File: src/rtl/pipe_mult_acc_n.sv
`timescale 1ns/1ps
// pipe_mult_acc_n
//   Pipelined N x N multiplier (signed or unsigned per sample) feeding a
//   sticky-overflow accumulator. A sample accepted on edge k shows up on p at
//   edge k+LAT; an accumulate lands on acc one edge after that.
//
//   Optional feature: define PIPE_MULT_ACC_SAT_EN to make the accumulator
//   saturate instead of wrapping.
//
// Ports
//   clk       in   rising-edge clock
//   reset     in   synchronous, active-high reset
//   in_valid  in   qualifies a, b, sgn, acc_en, clr
//   a, b      in   N-bit operands
//   sgn       in   1 = two's-complement operands, 0 = unsigned
//   acc_en    in   add this sample's product into the accumulator
//   clr       in   clear acc and ovf (takes effect on the accepting edge)
//   out_valid out  one-cycle pulse, p holds a new product
//   p         out  2*N-bit registered product
//   acc       out  ACC_W-bit registered accumulator
//   acc_valid out  one-cycle pulse, acc updated by a sample
//   ovf       out  sticky overflow flag
module pipe_mult_acc_n #(
  parameter int unsigned N     = 8,
  parameter int unsigned LAT   = 2,
  parameter int unsigned ACC_W = 2*N+4
) (
  input  logic               clk,
  input  logic               reset,
  input  logic               in_valid,
  input  logic [N-1:0]       a,
  input  logic [N-1:0]       b,
  input  logic               sgn,
  input  logic               acc_en,
  input  logic               clr,
  output logic               out_valid,
  output logic [2*N-1:0]     p,
  output logic [ACC_W-1:0]   acc,
  output logic               acc_valid,
  output logic               ovf
);

  // Stage 0 is the operand capture register; stages 1..LAT carry the product.
  logic [LAT:0]     vld;
  logic [LAT:0]     sg;
  logic [LAT:0]     ae;
  logic [N-1:0]     a_q;
  logic [N-1:0]     b_q;
  logic [2*N-1:0]   pr [1:LAT];

  logic [2*N-1:0]   a_ext;
  logic [2*N-1:0]   b_ext;
  logic [2*N-1:0]   prod;

  // Sign/zero extending to 2N bits makes the low 2N bits of the product
  // correct for both signed and unsigned operands.
  always_comb begin
    a_ext = sg[0] ? {{N{a_q[N-1]}}, a_q} : {{N{1'b0}}, a_q};
    b_ext = sg[0] ? {{N{b_q[N-1]}}, b_q} : {{N{1'b0}}, b_q};
    prod  = a_ext * b_ext;
  end

  // Data registers load only behind a valid, so bubbles leave p unchanged.
  always_ff @(posedge clk) begin
    if (reset) begin
      vld <= '0;
      sg  <= '0;
      ae  <= '0;
      a_q <= '0;
      b_q <= '0;
      for (int unsigned i = 1; i <= LAT; i++) pr[i] <= '0;
    end else begin
      vld[0] <= in_valid;
      if (in_valid) begin
        a_q   <= a;
        b_q   <= b;
        sg[0] <= sgn;
        ae[0] <= acc_en;
      end
      vld[1] <= vld[0];
      if (vld[0]) begin
        pr[1] <= prod;
        sg[1] <= sg[0];
        ae[1] <= ae[0];
      end
      for (int unsigned i = 2; i <= LAT; i++) begin
        vld[i] <= vld[i-1];
        if (vld[i-1]) begin
          pr[i] <= pr[i-1];
          sg[i] <= sg[i-1];
          ae[i] <= ae[i-1];
        end
      end
    end
  end

  assign out_valid = vld[LAT];
  assign p         = pr[LAT];

  logic             clr_now;
  logic             upd;
  logic [ACC_W-1:0] ext_p;
  logic [ACC_W-1:0] base;
  logic [ACC_W-1:0] sum;
  logic [ACC_W-1:0] nxt;
  logic             carry;
  logic             sov;
  logic             ov;

  // A clear on the same edge as an update zeroes the base first.
  always_comb begin
    clr_now = in_valid & clr;
    upd     = out_valid & ae[LAT];
    ext_p   = sg[LAT] ? ACC_W'($signed(p)) : ACC_W'(p);
    base    = clr_now ? '0 : acc;
    {carry, sum} = {1'b0, base} + {1'b0, ext_p};
    sov     = (base[ACC_W-1] == ext_p[ACC_W-1]) && (sum[ACC_W-1] != base[ACC_W-1]);
    ov      = sg[LAT] ? sov : carry;
`ifdef PIPE_MULT_ACC_SAT_EN
    if (ov) begin
      if (sg[LAT]) nxt = base[ACC_W-1] ? {1'b1, {(ACC_W-1){1'b0}}} : {1'b0, {(ACC_W-1){1'b1}}};
      else         nxt = '1;
    end else begin
      nxt = sum;
    end
`else
    nxt     = sum;
`endif
  end

  always_ff @(posedge clk) begin
    if (reset) begin
      acc       <= '0;
      ovf       <= 1'b0;
      acc_valid <= 1'b0;
    end else begin
      acc_valid <= upd;
      if (upd) begin
        acc <= nxt;
        ovf <= (ovf & ~clr_now) | ov;
      end else if (clr_now) begin
        acc <= '0;
        ovf <= 1'b0;
      end
    end
  end

endmodule

File: config.mk
export PLATFORM = sky130hd
export DESIGN_NAME = pipe_mult_acc_n
export DESIGN_NICKNAME = d
export VERILOG_FILES = /design/src/rtl/pipe_mult_acc_n.sv
export SDC_FILE = /design/constraint.sdc
export NUM_CORES = 1
export LEC_CHECK = 0
export CAP_MARGIN = 15
export CELL_PAD_IN_SITES_DETAIL_PLACEMENT = 1
export CELL_PAD_IN_SITES_GLOBAL_PLACEMENT = 1
export CORE_MARGIN = 10
export CORE_UTILIZATION = 47
export CTS_BUF_LIST = sky130_fd_sc_hd__clkbuf_16
export DETAILED_ROUTE_END_ITERATION = 8
export MAX_ROUTING_LAYER = met4
export PLACE_DENSITY = 0.92
export SYNTH_ARGS = -nofsm -noshare
export SYNTH_HDL_FRONTEND = slang
export SYNTH_SLANG_ARGS = --single-unit
File: constraint.sdc
create_clock -name clk -period 8.1 [get_ports clk]
set_input_delay 1.62 -clock clk [delete_from_list [all_inputs] [get_ports clk]]
set_output_delay 1.62 -clock clk [all_outputs]
set_load 0.005 [all_outputs]
==> results.txt <==
Compound-cell area share of the yosys netlist = 8.60%
Total power = 0.984 mW
Clock sinks = 79
# hold bufs at CTS = 0
RSZ-0062 raised after global routing = false
Adder-cell share of the synthesized area = 31.5%
Share of synthesized registers carrying an async set or reset = 0%
Max-cap violations = 0
Largest family of logic cells by synthesized area = adder cells
Commonest non-fill, non-tap cell in the layout = inv_1
Final min period = 6.32 ns
Period utilization = 78.0%
Synth cell types = 58
Slew Limit Fails = 0
Worst-path clk slew = 0.07 ns
WP data required = 8.17 ns
Die area = 21300 um^2
Die Ht = 146 um
Post-CTS Setup Bufs = 0
Yosys Warn Count = 0
Initial Utilization = 47.5%
I/O Buffers = 60
Leak = 3.89 nW
Crit. End Element = flip-flop
Number of antenna violations at the first check in global routing = 0
Most frequent cells in the layout = inv_1, and2_1, fa_1, ha_1, nor2_1
Post-Syn Nets = 963
FP Rows = 46
Root Buffer = clkbuf_16
Slew HR = 35.3%
Worst VDD drop = 0.0849 mV
Initial DRC Count = 239
Post-synthesis sequential area ratio = 25.5%
Total track usage = 19.7%
Layout area overhead = 13.8%
EDFF count, synth = 32
Dpl hpwl = 16200 um
Area of the mapped netlist = 7460 um^2
Post-route ant nets = 0
Core area = 15700 um^2
GPL Wtd Cong = 0.906
Cells after Synth = 797
Mean routed wirelength per cell = 19.2 um
Worst Path Max Fanout = 13
CTS tree = done
First-pass GRT wire length = 33300 um
Crit Path Class = flip-flop to flip-flop
Drt total wl = 20400 um
Pre-Repair DR Iteration Count = 4
Simple-Gate Fraction of Synth Area = 18.4%
Final hold violations = 0
Setup-failing EPs final = 0
DR vias = 5778
Worst Skew = 0.0147 ns
Die width = 146 um
Slew at the pin with the worst max-slew slack = 0.971 ns
Via density = 5.44
Post-CTS sizing = 0
Gr ovfl total = 0
Drc violations = 0
Share of post-route cells with drive strength above 1 = 4.02%
Setup crit start kind = flip-flop
Mux share of post-synthesis cell area = 2.95%
Pwr Density = 116 nW/um^2
Ports = 61
CP Data Arrival Time = 6.39 ns
CTS Buffer Depth = 2
Clock latency on the worst-skew pair = 0.35 ns
Antenna cells = 0
Largest net degree at the start of global routing = 50
Main flop type after synthesis = dfxtp_1
Status = finished clean
Clock buffer count from CTS = 9
Syn_area_per_cell = 9.37 um^2
Layout Nets = 1007
Max Fclk = 158 MHz
Fin Setup TNS = 0 ns
Hold Crit Class = flip-flop to flip-flop
XOR/XNOR Fraction of Synth Area = 5.75%
Yosys reg bits = 79
Vias in the first global route = 6352
H-tree depth = 3
Final core utilization = 54.1%
[critical path, cell delays in order, from the launching register on]
cell and delay (ns):
dfxtp_1 0.42, and2_1 0.25, nand2_1 0.13, inv_1 0.10, fa_1 0.66, inv_1 0.18, fa_1 0.57, inv_1 0.06
fa_1 0.51, inv_1 0.05, fa_1 0.48, inv_1 0.06, fa_1 0.53, inv_1 0.05, fa_1 0.53, inv_1 0.06
ha_1 0.36, and3_1 0.21, a21oi_1 0.10, o21ai_0 0.15, o41ai_1 0.34, xnor2_1 0.16, nor2_1 0.07
[state kept, by name, summed over array words and instances, names as in the netlist]
name       flops
a_q            8
acc_valid      1
vld            3
b_q            8
sg             3
pr            32
ovf            1
acc           20
ae             3
[kinds of logic after synthesis]
logic type               Yosys count
flip-flops                        79
XOR/XNOR                          49
AO/OA/AOI/OAI                     93
buffers and inverters            142
adder cells (fa/ha/maj)          145
multiplexers                      22
AND/OR/NAND/NOR                  267
[per-layer routing]
metal	wire length (um)	global-route usage, %
met3	610	2.72
met4	423	6.06
met2	11200	36.6
met1	8110	21.2
met5	0	-
[power by group]
part / internal, mW / switching [mW] / total, mW
combinational: 0.0640 / 0.0772 / 0.141
clock: 0.208 / 0.181 / 0.389
sequential: 0.429 / 0.0242 / 0.454
[through the flow]
step                instances  worst slack [ns]  instance area [um^2]  hold slack, ns
floorplan                 797              2.35                  7460           0.460
CTS                      1062              1.79                  8490           0.519
detailed placement       1046              1.82                  8220           0.499
finish                   1062              1.78                  8490           0.510
global placement         1046              2.16                  8220           0.481
global route             1062              1.39                  8490           0.539
[cell usage after synthesis (2+ instances only)]
cell	count	share of area [%]
a21oi_1	34	2.3
a211oi_1	7	0.70
xor2_1	12	1.4
o41ai_2	2	0.44
a22o_1	4	0.47
nand2b_1	7	0.59
mux2i_1	22	3.0
o21a_1	5	0.50
nor2b_1	3	0.25
xnor2_1	37	4.3
fa_1	72	19
or2_2	5	0.42
edfxtp_1	32	13
nor3_1	6	0.40
clkbuf_1	22	1.1
a31oi_1	4	0.34
nor4_1	2	0.17
buf_2	3	0.20
o21ai_0	11	0.74
nand2_1	55	2.8
nand3_1	3	0.20
and3_1	10	0.84
dfxtp_1	47	13
or3_1	2	0.17
or4_1	2	0.20
nor2_1	67	3.4
inv_1	114	5.7
and2_1	95	8.0
a21o_1	5	0.50
a21o_2	2	0.23
ha_1	72	12
nand3b_1	2	0.20
buf_4	2	0.20
o211ai_1	5	0.50
[final cells by class]
class	instances	area (um^2)
Fill cell	1794	7220
Clock buffer	9	225
Multi-Input combinational cell	576	5020
Sequential cell	79	1900
Tap cell	216	270
Timing Repair Buffer	61	603
Clock inverter	7	47.5
Inverter	114	428
[path summary, 6_finish.rpt]
check             startpoint   endpoint  slack (ns)  cells after the start
setup / recovery       sg[0]  pr[1][15]        1.78                     22
hold / removal         ae[1]      ae[1]        0.51                      2
hold reg to reg        ae[1]      ae[1]        0.51                      2
setup reg to reg       sg[0]  pr[1][15]        1.78                     22
Note: power is estimated with default switching activity, not from simulation.
